## config.mk

```make
export PLATFORM = sky130hd
export DESIGN_NAME = snn_frame_ctrl
export DESIGN_NICKNAME = d
export VERILOG_FILES = /design/src/rtl/snn_pkg.sv /design/src/rtl/snn_wdog.sv /design/src/rtl/snn_frame_ctrl.sv
export SDC_FILE = /design/constraint.sdc
export NUM_CORES = 1
export LEC_CHECK = 0
export ABC_AREA = 1
export CAP_MARGIN = 0
export CORE_ASPECT_RATIO = 1.25
export CORE_MARGIN = 1
export CORE_UTILIZATION = 40
export DETAILED_ROUTE_END_ITERATION = 6
export PLACE_DENSITY = 0.7
export SLEW_MARGIN = 20
export SYNTH_ARGS = -nofsm -noshare
export SYNTH_HDL_FRONTEND = slang
export SYNTH_SLANG_ARGS = --single-unit
```

## constraint.sdc

```tcl
create_clock -name clk -period 1.6 [get_ports clk]
set_input_delay 0.4 -clock clk [delete_from_list [all_inputs] [get_ports clk]]
set_output_delay 0.4 -clock clk [all_outputs]
set_load 0.005 [all_outputs]
```

## src/rtl/snn_pkg.sv

```systemverilog
// Shared types and constants for the SNN frame controller.
package snn_pkg;

  // Frame controller states: collect bytes, kick the core, wait on it, hand off the result.
  typedef enum logic [1:0] {
    RX     = 2'd0,
    START  = 2'd1,
    CORE   = 2'd2,
    TX_REQ = 2'd3
  } state_e;

  // Byte sent in place of a digit when the core watchdog expires.
  localparam logic [7:0] TX_ERR_BYTE = 8'hFF;

  // Bytes in one 28x28 image after 8:1 pixel packing.
  localparam int FRAME_BYTES_DEFAULT = 98;

endpackage : snn_pkg

```

## src/rtl/snn_wdog.sv

```systemverilog
// Up-counter with synchronous clear and count enable. expire is high while the
// count equals LIMIT-1, so LIMIT enabled cycles after a clear have elapsed when
// the expiring cycle ends.
module snn_wdog #(
  parameter int LIMIT = 65536
) (
  input  logic clk,
  input  logic rst,
  input  logic clr,
  input  logic en,
  output logic expire
);

  localparam int W = (LIMIT > 2) ? $clog2(LIMIT) : 1;

  logic [W-1:0] cnt_q;
  logic [W-1:0] cnt_d;

  // Next count: clear has priority over enable.
  always_comb begin
    // NOTE: assigning a default first means every path writes cnt_d, so no latch is inferred.
    cnt_d = cnt_q;
    if (clr) begin
      cnt_d = '0;
    end else if (en) begin
      cnt_d = cnt_q + W'(1);
    end
  end

  // Count register with synchronous reset.
  always_ff @(posedge clk) begin
    // NOTE: sequential state uses non-blocking assignments so every flop samples pre-edge values.
    if (rst) begin
      cnt_q <= '0;
    end else begin
      cnt_q <= cnt_d;
    end
  end

  assign expire = (cnt_q == W'(LIMIT - 1));

endmodule : snn_wdog

```

## src/rtl/snn_frame_ctrl.sv

```systemverilog
// Frame-level controller for the SNN classifier: gathers FRAME_BYTES UART bytes
// into the input RAM, starts the core, waits for its digit under a watchdog and
// hands one result byte to the UART transmitter.
// Optional build macro SNN_RX_TIMEOUT_EN adds an inter-byte idle timer that
// discards a stalled partial frame and raises err_rx_timeout.
module snn_frame_ctrl
  import snn_pkg::*;
#(
  parameter int FRAME_BYTES  = FRAME_BYTES_DEFAULT,
  parameter int ADDR_W       = 7,
  parameter int RESULT_W     = 4,
  parameter int CORE_TIMEOUT = 65536
`ifdef SNN_RX_TIMEOUT_EN
  ,
  parameter int RX_TIMEOUT   = 5_000_000
`endif
) (
  input  logic                clk,
  input  logic                rst,
  input  logic                rx_rdy,
  input  logic [7:0]          rx_data,
  output logic                ram_we,
  output logic [ADDR_W-1:0]   ram_addr,
  output logic [7:0]          ram_wdata,
  output logic                core_start,
  input  logic                core_done,
  input  logic [RESULT_W-1:0] core_digit,
  input  logic                tx_rdy,
  output logic                tx_start,
  output logic [7:0]          tx_data,
  output logic [RESULT_W-1:0] result,
  output logic                busy,
  output logic [15:0]         frame_cnt,
  input  logic                clr_err,
  output logic                err_overrun,
`ifdef SNN_RX_TIMEOUT_EN
  output logic                err_rx_timeout,
`endif
  output logic                err_timeout
);

  state_e              state_q, state_d;
  logic [ADDR_W-1:0]   cnt_q, cnt_d;
  logic [RESULT_W-1:0] result_q, result_d;
  logic [7:0]          tx_data_q, tx_data_d;
  logic [15:0]         frame_cnt_q, frame_cnt_d;
  logic                err_overrun_q, err_overrun_d;
  logic                err_timeout_q, err_timeout_d;
  logic                core_expire;

  // The core watchdog restarts in START and runs only while waiting in CORE.
  snn_wdog #(.LIMIT(CORE_TIMEOUT)) u_core_wdog (
    .clk   (clk),
    .rst   (rst),
    .clr   (state_q == START),
    .en    (state_q == CORE),
    .expire(core_expire)
  );

`ifdef SNN_RX_TIMEOUT_EN
  logic err_rx_timeout_q, err_rx_timeout_d;
  logic rx_idle_en;
  logic rx_idle_expire;
  logic rx_abort;

  // Idle timer runs only inside a partial frame and restarts on every byte.
  assign rx_idle_en = (state_q == RX) && (cnt_q != '0) && !rx_rdy;
  assign rx_abort   = rx_idle_en && rx_idle_expire;

  snn_wdog #(.LIMIT(RX_TIMEOUT)) u_rx_idle (
    .clk   (clk),
    .rst   (rst),
    .clr   (!rx_idle_en || rx_abort),
    .en    (rx_idle_en),
    .expire(rx_idle_expire)
  );
`endif

  // Next-state, strobe outputs and register updates for the frame sequence.
  always_comb begin
    state_d       = state_q;
    cnt_d         = cnt_q;
    result_d      = result_q;
    tx_data_d     = tx_data_q;
    frame_cnt_d   = frame_cnt_q;
    err_overrun_d = err_overrun_q;
    err_timeout_d = err_timeout_q;
    ram_we        = 1'b0;
    ram_addr      = '0;
    ram_wdata     = '0;
    core_start    = 1'b0;
    tx_start      = 1'b0;
`ifdef SNN_RX_TIMEOUT_EN
    err_rx_timeout_d = err_rx_timeout_q;
`endif

    // Clear first so that any set event below overrides it in the same cycle.
    if (clr_err) begin
      err_overrun_d = 1'b0;
      err_timeout_d = 1'b0;
`ifdef SNN_RX_TIMEOUT_EN
      err_rx_timeout_d = 1'b0;
`endif
    end

    unique case (state_q)
      RX: begin
        if (rx_rdy) begin
          ram_we    = 1'b1;
          ram_addr  = cnt_q;
          ram_wdata = rx_data;
          if (cnt_q == ADDR_W'(FRAME_BYTES - 1)) begin
            cnt_d   = '0;
            state_d = START;
          end else begin
            cnt_d = cnt_q + ADDR_W'(1);
          end
        end
`ifdef SNN_RX_TIMEOUT_EN
        else if (rx_abort) begin
          cnt_d            = '0;
          err_rx_timeout_d = 1'b1;
        end
`endif
      end
      START: begin
        core_start = 1'b1;
        state_d    = CORE;
      end
      CORE: begin
        // A done strobe in the expiring cycle still delivers the real digit.
        if (core_done) begin
          result_d  = core_digit;
          tx_data_d = 8'(core_digit);
          state_d   = TX_REQ;
        end else if (core_expire) begin
          err_timeout_d = 1'b1;
          tx_data_d     = TX_ERR_BYTE;
          state_d       = TX_REQ;
        end
      end
      TX_REQ: begin
        if (tx_rdy) begin
          tx_start    = 1'b1;
          frame_cnt_d = frame_cnt_q + 16'd1;
          state_d     = RX;
        end
      end
      default: state_d = RX;
    endcase

    // Bytes arriving outside RX are dropped and flagged.
    if (rx_rdy && (state_q != RX)) begin
      err_overrun_d = 1'b1;
    end

    // No strobes leave the block while reset is being applied.
    if (rst) begin
      ram_we     = 1'b0;
      ram_addr   = '0;
      ram_wdata  = '0;
      core_start = 1'b0;
      tx_start   = 1'b0;
    end
  end

  // State and datapath registers with synchronous reset.
  always_ff @(posedge clk) begin
    if (rst) begin
      state_q       <= RX;
      cnt_q         <= '0;
      result_q      <= '0;
      tx_data_q     <= '0;
      frame_cnt_q   <= '0;
      err_overrun_q <= 1'b0;
      err_timeout_q <= 1'b0;
    end else begin
      state_q       <= state_d;
      cnt_q         <= cnt_d;
      result_q      <= result_d;
      tx_data_q     <= tx_data_d;
      frame_cnt_q   <= frame_cnt_d;
      err_overrun_q <= err_overrun_d;
      err_timeout_q <= err_timeout_d;
    end
  end

`ifdef SNN_RX_TIMEOUT_EN
  // Sticky partial-frame timeout flag.
  always_ff @(posedge clk) begin
    if (rst) begin
      err_rx_timeout_q <= 1'b0;
    end else begin
      err_rx_timeout_q <= err_rx_timeout_d;
    end
  end

  assign err_rx_timeout = err_rx_timeout_q;
`endif

  assign busy        = (state_q != RX);
  assign tx_data     = tx_data_q;
  assign result      = result_q;
  assign frame_cnt   = frame_cnt_q;
  assign err_overrun = err_overrun_q;
  assign err_timeout = err_timeout_q;

endmodule : snn_frame_ctrl
```

# Yosys cells after proc, flatten, opt, wreduce, memory -nomap -nowiden
# Index checks and enable logic that the tools add are counted.
# word_totals
ff_bits	55
inputBits	18
out_inout_bits	49
elab_cells	60
# classes
addsub	3
n_eq_ne	9
muxes	29
reduce_logical	11
# ops
operator	n
$mux 8	5
$add 16x1->16 const B	2
$mux 7	4
$eq 16x16->1 const B	1
$mux 1	14
$mux 2	5
$pmux 2 s4	1
$reduce_and 2->1	4
$add 7x1->7 const B	1
$eq 7x7->1 const B	1
$ne 2x2->1 const B	3
$reduce_bool 2->1	3
$eq 2x2->1 const B	2
$reduce_and 4->1	1
$ne 3x3->1 const B	1
$eq 2x1->1 const B	1
$logic_not 2->1	1
$reduce_or 2->1	1
$logic_and 1x1->1	1

# Logic depth before layout (Yosys ltp)
# Gate-level depths: netlist of the first run.
# depth
depth_word	4
mapped_depth	10
mapped_depth_nobuf	10

# Modules after synthesis
# A second synthesis of the first run with hierarchy kept.
# unflattened
cells_unflattened	409
area_unflattened_um2	2703.8
# modules_own_cells
mod	n_inst	cells_per_inst	area_each_um2	seq_area_each_um2
snn_frame_ctrl	1	276	1839.3	720.7
snn_wdog	1	133	864.6	320.3

# Worst setup path before layout of the first run
# OpenSTA, ideal clock, no wires.
# synth_path
path_type	reg-to-output
start	register state_q[0]
end	output ram_addr[1]
arrival_ns	1.285
required_time_ns	1.200
setup_slack_ns	-0.085
stages_incl_launch_ff	8
path_buffers	1
path_cell_list	dfxtp_1 inv_1 ha_1 nand2_2 nor2_1 inv_1 clkbuf_1 nor2_1
# synth_between
elab_chain_len	3
# synth_lines
element	line_no	rtl
start, declared	snn_frame_ctrl.sv:42	state_e state_q, state_d;
start signal, assigned	snn_frame_ctrl.sv:178	state_q <= state_d;
$logic_not 2->1	snn_frame_ctrl.sv:106	unique case (state_q)
$mux 7	snn_frame_ctrl.sv:106	
$mux 7	snn_frame_ctrl.sv:158	if (rst) begin
end, declared	snn_frame_ctrl.sv:23	output logic [ADDR_W-1:0] ram_addr,
# Every way passes these cells.

# Worst setup path in the final report of the first run
# layout_path
start	register state_q[0]
end	output ram_wdata[2]
# layout_between
elab_chain_len	3
# layout_lines
element	line_no	rtl
$logic_not 2->1	snn_frame_ctrl.sv:106	
$mux 8	snn_frame_ctrl.sv:106	
$mux 8	snn_frame_ctrl.sv:158	
end, declared	snn_frame_ctrl.sv:24	output logic [7:0] ram_wdata,
# Every way passes these cells.

==> impl_results.md, run 1 <==
- Total I/O pin count: 67
- Ordered cell list for the critical path: inv_2 -> ha_4 -> nand2_4 -> nor2_4 -> inv_4 -> buf_8 -> nor2_4 -> buf_2
- GRT Max-Usage Layer: met2
- Max Transition Viols Final: 0
- Worst reg2reg path startpoint: state_q[0]
- Effective utilization at floorplan: 41.2%
- Core Util, Final: 62.4%
- Detail Placement HPWL: 4.97 mm
- Post-Synthesis Net Count: 420
- Number of global-route vias before repair: 2,545
- Number of nets in the final layout: 531
- Global Route Usage Sum: 18.7%
- Root buffer selected by CTS: clkbuf_8
- # fillers: 609
- Clock transition at path regs: 0.09 ns
- Largest net degree at the start of global routing: 16
- Top cells by area, synth: dfxtp_1, nand2_1, nor2_1
- Number of buffers created by CTS: 5
- Post-detailed-route wirelength per cell: 11.0 um
- Clock latency on the worst-skew pair: 0.29 ns
- Antenna violations before repair: 0
- Crit Path Max Fanout: 7
- Total wirelength of the detailed-routed design: 6.55 mm
- Die Height: 93.7 um
- Number of vias per cell: 4.70
- Post-synthesis instance area: 2690 um2
- Wire length of the first global-routing pass: 10.4 mm
- F_max: 547 MHz
- Last element of the critical path: ram_wdata[2]
- Cell area after layout: 4070 um2
- Crit-path most repeated cell: nor2_4
- Sequential share of power: 41.0%
- Reg area: 1080 um2
- Die ar.: 7060 um2
- Tightest hold margin: 0.458 ns
- Slew Limit Headroom: 76.4%
- Power density over the cells: 846 nW/um2
- Placed Cells incl. Taps: 570
- Area inside the core boundary: 6520 um2
- Design internal power: 0.00236 W
- Rows: 33
- Final worst clock skew: 0.00506 ns
- Port bufs: 66
- Initial DRC count: 76
- Met1 capacity usage during global routing: 21.5%
- Post-synth top area share: 38.7%
- Share of the clock period used by the worst path: 114%
- Final period demand of the worst path: 1.83 ns
- Endpoint type of the worst setup path: primary output
- Post-route DRC: 0
- Via count: 2,789
- Max rail drop VDD: 0.575 mV
- Total number of clock tree sinks: 52
- Cell area reported after detailed placement: 3670 um2
- Worst R2R Setup Slack: -0.11 ns
- Remaining Overflow, GRT: 0
- Setup Crit Path Kind: flop to primary output
- Library cells used by synthesis: 28
- H-Tree Depth: 2
- Number of maximum-capacitance violations: 0
- Result of the run: finished, violations left
- Area of combinational cells with multiple inputs: 1560 um2
- Proportion of power drawn by the clock network: 22.3%
- Met3 routing resource usage after global routing: 2.90%
- Slowest stage cell on the critical path: dfxtp_2
- Critical path required time: 1.20 ns
- Cells after Synth: 393
- Comb pwr share: 36.7%
- R2r endpoint: frame_cnt[7]
- Actual transition at the worst max-transition pin: 0.350 ns
- Number of storage elements in the synthesis netlist: 52
- Kind of launch point of the worst setup path: flop
- Clk buf depth: 2
- Chip Width: 75.3 um
- Crit-path max cell delay: 0.33 ns
- Proportion of synthesized chip area in sequential cells: 38.7%
- Yosys top cell by area: dfxtp_1
- Failing checks: setup timing
- Launching element of the worst setup path: state_q[0]
- Share of layout cells above drive strength 1: 30.3%
- Classification of the worst-slack hold path: flop to flop
- Area growth, synth to finish: 51.4%
- Non-Filler Instances: 593
- Number of nets with antenna violations after routing: 0
- Setup repair after global routing missed its margin: true
- Global placer's final weighted congestion: 0.829
- Arrival @ worst endpoint: 1.43 ns
- Final TNS setup: -3.03 ns
- Syn. warnings: 0
- Switching power share of the total: 31.5%
- Number of search-and-repair iterations in the first detailed-routing pass: 5
- Met2 routing resource usage after global routing: 34.8%
- Switching power summed over all nets: 0.00109 W
- Final Hold Vio Count: 0
- Average cell area after synthesis: 6.84 um2
- Hold bufs inserted after CTS: 0
- Crit path setup slack, layout: -0.227 ns
- TritonCTS clock tree: built
- Number of endpoints failing setup at the final stage: 24
- Leak pwr: 1.76 nW
- Worst R2R Path Depth: 9
[cell type report]
type | instances | share of cell area, %
Clock buffer | 7 | 2.12
Multi-Input combinational cell | 270 | 38.3
Timing Repair Buffer | 114 | 24.5
Inverter | 61 | 5.69
Antenna cell | 1 | 0.0615
Clock inverter | 1 | 0.184
Sequential cell | 52 | 26.5
Tap cell | 87 | 2.67
[cells by family (layout without fill, tap and decap cells)]
| logic type | after synthesis | count (layout) | share of synthesized area, % |
|---|---|---|---|
| compound gates | 57 | 57 | 11.0 |
| xor+xnor | 2 | 2 | 0.652 |
| fa+ha+maj | 9 | 9 | 4.19 |
| buf+inv | 71 | 183 | 10.6 |
| flops | 52 | 52 | 38.7 |
| other cells | 0 | 1 | 0 |
| simple gates | 202 | 202 | 34.8 |
[per-layer routing]
metal  part of all wire, %  up-vias
met1                    43     1268
met5                     0        -
li1                      -     1458
met3                   3.6        8
met2                    53       55
met4                   1.3        0
[stage by stage]
step | setup slack (ns) | total power [W]
after CTS | -0.232 | 0.00342
final | -0.227 | 0.00344
after floorplan | 0.0274 | 0.00195
after detailed placement | -0.734 | 0.00250
after global placement | -0.656 | 0.00247
after global routing | -0.302 | 0.00366
[state kept, by name, summed over array words and instances (netlist names)]
signal,cells
frame_cnt,16
err_timeout,1
result,4
cnt_q,7
tx_data,5
err_overrun,1
state_q,2
u_core_wdog.cnt_q,16
[cell usage in the layout, fill, tap and decap left out, types with 4 or more instances in the layout]
cell type        netlist  routed
nand4_1                7       7
buf_6                  0       7
nand2_2                4       5
nand3_1               16      12
a21oi_1               34      34
buf_2                  3      16
nor2_2                 3      16
ha_1                   9       4
dfxtp_2                0      15
dfxtp_4                0       5
nand2_1               78      76
and2_1                 4       4
inv_1                 60      54
clkdlybuf4s50_1        0      37
nor3_1                 6       6
nand3_2                1       5
inv_2                  1       6
o21ai_0               18      12
nor2_4                 4      11
clkbuf_8               0       6
o21ai_1                0       6
ha_4                   0       4
dfxtp_1               52      32
nor2_1                67      47
buf_4                  4      41
dlymetal6s2s_1         0       7
[power by group through the flow]
stage	clock [W]	sequential, W	combinational (W)
after floorplan	0	0.00145	0.000500
after global placement	0	0.00144	0.00104
after detailed placement	0	0.00144	0.00106
after CTS	0.000796	0.00142	0.00121
after global routing	0.000846	0.00142	0.00140
final	0.000768	0.00141	0.00126
[worst min path at each step]
stage | start | to | slack [ns] | cells past startpoint
finish | u_core_wdog.cnt_q[10] | u_core_wdog.cnt_q[10] | 0.46 | 2
global route | u_core_wdog.cnt_q[10] | u_core_wdog.cnt_q[10] | 0.48 | 2
CTS | u_core_wdog.cnt_q[10] | u_core_wdog.cnt_q[10] | 0.46 | 2
detailed placement | u_core_wdog.cnt_q[10] | u_core_wdog.cnt_q[10] | 0.44 | 2
global placement | u_core_wdog.cnt_q[10] | u_core_wdog.cnt_q[10] | 0.43 | 2
floorplan | u_core_wdog.cnt_q[10] | u_core_wdog.cnt_q[10] | 0.42 | 2
[repair_timing]
action | 4_1_cts | 5_1_grt
resized for setup | 116 | 60
pin swaps | 6 | 13
endpoints found under the setup margin | 61 | 65
setup buffers | 6 | 11
[cells in the mapped netlist]
cell type / count
nand2_2: 4
nand3_2: 1
a31oi_1: 1
nor3_2: 3
nor3b_1: 6
xor2_1: 1
clkbuf_1: 3
o21bai_1: 2
inv_2: 1
nand3_1: 16
nor3_4: 1
nor2_1: 67
and2_1: 4
nor3_1: 6
dfxtp_1: 52
inv_1: 60
o21ai_0: 18
a21oi_1: 34
nand4_1: 7
nand2_4: 2
ha_1: 9
nor2_2: 3
nor2_4: 4
buf_4: 4
buf_2: 3
o21a_1: 2
xnor2_1: 1
nand2_1: 78
[worst max-delay path: cells and delay by family, from the launching register on]
family,cells,cell delay [ns]
and+or+nand+nor,3,0.25
buffers and inverters,4,0.39
adders and majority gates,1,0.15
DFF,1,0.33
(Power assumes the default switching activity.)
==> inputs of run 2 (changes only) <==
CTS_BUF_LIST = sky130_fd_sc_hd__clkbuf_16   (was not set)
PLACE_DENSITY = 0.67   (was 0.7)
clock period = 2.3 ns   (was 1.6 ns; I/O delays follow)
==> impl_results.md, run 2 (synthesis gave the netlist of run 1 again) <==
- Result of the run: finished, violations left
- Failing checks: setup timing
- Final Hold Vio Count: 0 (unchanged)
- Total wirelength of the detailed-routed design: 6.28 mm (-4.2%)
- Commonest non-fill, non-tap cell in the layout: nand2_1
- Power density over the cells: 683 nW/um2 (-19%)
- Final period demand of the worst path: 2.33 ns
- Port bufs: 66 (unchanged)
- Remaining Overflow, GRT: 0 (unchanged)
- Endpoint type of the worst setup path: primary output
- Setup repair after global routing missed its margin: true
- Global placer's final weighted congestion: 0.823 (-0.72%)
- F_max: 429 MHz
- Classification of the worst-slack hold path: flop to flop
- Post-detailed-route wirelength per cell: 11.1 um (+0.24%)
- Chip Width: 75.3 um (unchanged)
- Number of nets with antenna violations after routing: 0 (unchanged)
- Clock transition at path regs: 0.07 ns (-0.02 ns)
- Wire length of the first global-routing pass: 11.0 mm (+4.9%)
- R2r endpoint: u_core_wdog.cnt_q[13]
- Number of buffers created by CTS: 5 (unchanged)
- Number of endpoints failing setup at the final stage: 2 (-92%)
- Number of search-and-repair iterations in the first detailed-routing pass: 4 (-1)
- Arrival @ worst endpoint: 1.76 ns (+0.33 ns)
- Share of layout cells above drive strength 1: 13.3% (-17 points)
- WHS Path Cells: 2 (unchanged)
- Cell area reported after detailed placement: 3490 um2 (-5.0%)
- Leak pwr: 1.50 nW (-14%)
- Post-route DRC: 0 (unchanged)
- Worst R2R Path Depth: 11 (+2)
- Critical path required time: 1.73 ns (+0.53 ns)
- Actual transition at the worst max-transition pin: 0.458 ns (+0.108 ns)
- Clk buf depth: 2 (unchanged)
- Source of the worst hold timing path: u_core_wdog.cnt_q[10]
- Number of maximum-capacitance violations: 0 (unchanged)
- Diode insertion count for antenna repair: 0 (-1)
- Clock latency on the worst-skew pair: 0.29 ns (about the same)
- Number of global-route vias before repair: 2,683 (+5.4%)
- Area of combinational cells with multiple inputs: 1390 um2 (-11%)
- Slew Limit Headroom: 69.4% (-7.0 points)
- Worst reg2reg path startpoint: state_q[0]
- Crit Path Max Fanout: 7 (unchanged)
- Initial DRC count: 88 (+16%)
- Global Route Usage Sum: 19.7% (+1.0 points)
- Root buffer selected by CTS: clkbuf_16
- TritonCTS clock tree: built
- Antenna violations before repair: 0 (unchanged)
- Share of the clock period used by the worst path: 101%
- Reg area: 1040 um2 (-3.2%)
- Area inside the core boundary: 6520 um2 (unchanged)
- Detail Placement HPWL: 4.68 mm (-5.7%)
- Max rail drop VDD: 0.398 mV (-31%)
- Number of nets in the final layout: 506 (-4.7%)
- Rows: 33 (unchanged)
- Post-Place Worst Slack: -0.409 ns (+0.325 ns)
- Kind of launch point of the worst setup path: flop
- Cell area after layout: 3750 um2 (-7.8%)
- Setup Crit Path Kind: flop to primary output
- Area growth, synth to finish: 39.6%
- Largest net degree at the start of global routing: 19 (+3)
- Final TNS setup: -0.0408 ns (+2.99 ns)
- Max Transition Viols Final: 0 (unchanged)
- Launching element of the worst setup path: state_q[0]
- Total I/O pin count: 67 (unchanged)
- Effective utilization at floorplan: 41.2% (unchanged)
- Worst Hold Path EP: u_core_wdog.cnt_q[10]
- Number of vias per cell: 4.68 (-0.51%)
- Die Height: 93.7 um (unchanged)
- Total number of clock tree sinks: 52 (unchanged)
- H-Tree Depth: 2 (unchanged)
- Crit path setup slack, layout: -0.0301 ns (+0.197 ns)
- Core Util, Final: 57.5% (-4.9 points)
- Most frequent cells in the layout: nand2_1, nor2_1, inv_1
- Final worst clock skew: 0.00614 ns (+0.00108 ns)
- Via count: 2,653 (-4.9%)
- Die ar.: 7060 um2 (unchanged)
- Worst R2R Setup Slack: 0.42 ns (+0.53 ns)
- # fillers: 659 (+8.2%)
[run 2: cell types whose count changed in the layout (fill, tap and decap cells not counted), moves of 6 or more]
cell | previous run | this run
nor2_2 | 16 | 5
dfxtp_1 | 32 | 50
buf_4 | 41 | 20
clkdlybuf4s50_1 | 37 | 50
dfxtp_2 | 15 | 2
clkbuf_8 | 6 | 0
nor2_4 | 11 | 5
o21ai_1 | 6 | 0
nor2_1 | 47 | 64
o21ai_0 | 12 | 18
buf_2 | 16 | 3
[run 2: where the power goes]
group / total, W / leakage (nW) / switching (W) / internal [W]
sequential: 0.000990 / 0.421 / 0.0000370 / 0.000953
combinational: 0.000739 / 1.00 / 0.000372 / 0.000367
clock: 0.000833 / 0.0798 / 0.000322 / 0.000511
total: 0.00256 / 1.50 / 0.000731 / 0.00183
[run 2: critical path, cell delays in order, from the launching register on]
cell and delay, ns:
dfxtp_2 0.33, inv_2 0.08, ha_4 0.16, nand2_4 0.06, nor2_4 0.13, inv_2 0.10, nor2_1 0.11, clkdlybuf4s50_1 0.51
[run 2: worst max path at each step]
stage / endpoint / slack [ns] / depth (start not counted)
floorplan: ram_addr[1] / 0.44 / 5
global placement: ram_addr[6] / -0.34 / 6
detailed placement: ram_addr[1] / -0.41 / 6
CTS: ram_wdata[4] / -0.02 / 7
global route: ram_wdata[4] / -0.12 / 7
finish: ram_wdata[4] / -0.03 / 7
[run 2: repair_timing]
action,CTS,global route
setup endpoints to repair,18,12
pin swaps,2,3
endpoints found under the hold margin,0,0
hold buffers,0,0
cloned,1,0
resized for setup,32,13
buffers inserted,10,1
[run 2: cell type report]
| cell class | instances | share of cell area (%) |
|---|---|---|
| multi-input combinational | 270 | 37.1 |
| sequential | 52 | 27.8 |
| timing repair buffer | 88 | 21.4 |
| inverter | 61 | 6.10 |
| clock buffer | 5 | 3.33 |
| tap | 87 | 2.90 |
| clock inverter | 3 | 1.13 |
| timing repair inverter | 1 | 0.200 |
[run 2: layer usage]
metal | vias to the layer above | part of all wire, % | routed length (um) | GRT usage (%)
met5 | - | 0 | 0 | 0
met4 | 0 | 1.4 | 85 | 6.02
met3 | 8 | 4.3 | 273 | 3.33
met2 | 51 | 52 | 3250 | 37.3
met1 | 1189 | 42 | 2670 | 21.6
li1 | 1405 | - | - | -
[run 2: through the flow]
step | total power [W] | instances | hold WS [ns]
after CTS | 0.00256 | 567 | 0.456
after global routing | 0.00273 | 567 | 0.481
final | 0.00256 | 567 | 0.449
after detailed placement | 0.00163 | 548 | 0.447
after global placement | 0.00161 | 548 | 0.434
after floorplan | 0.00135 | 393 | 0.423
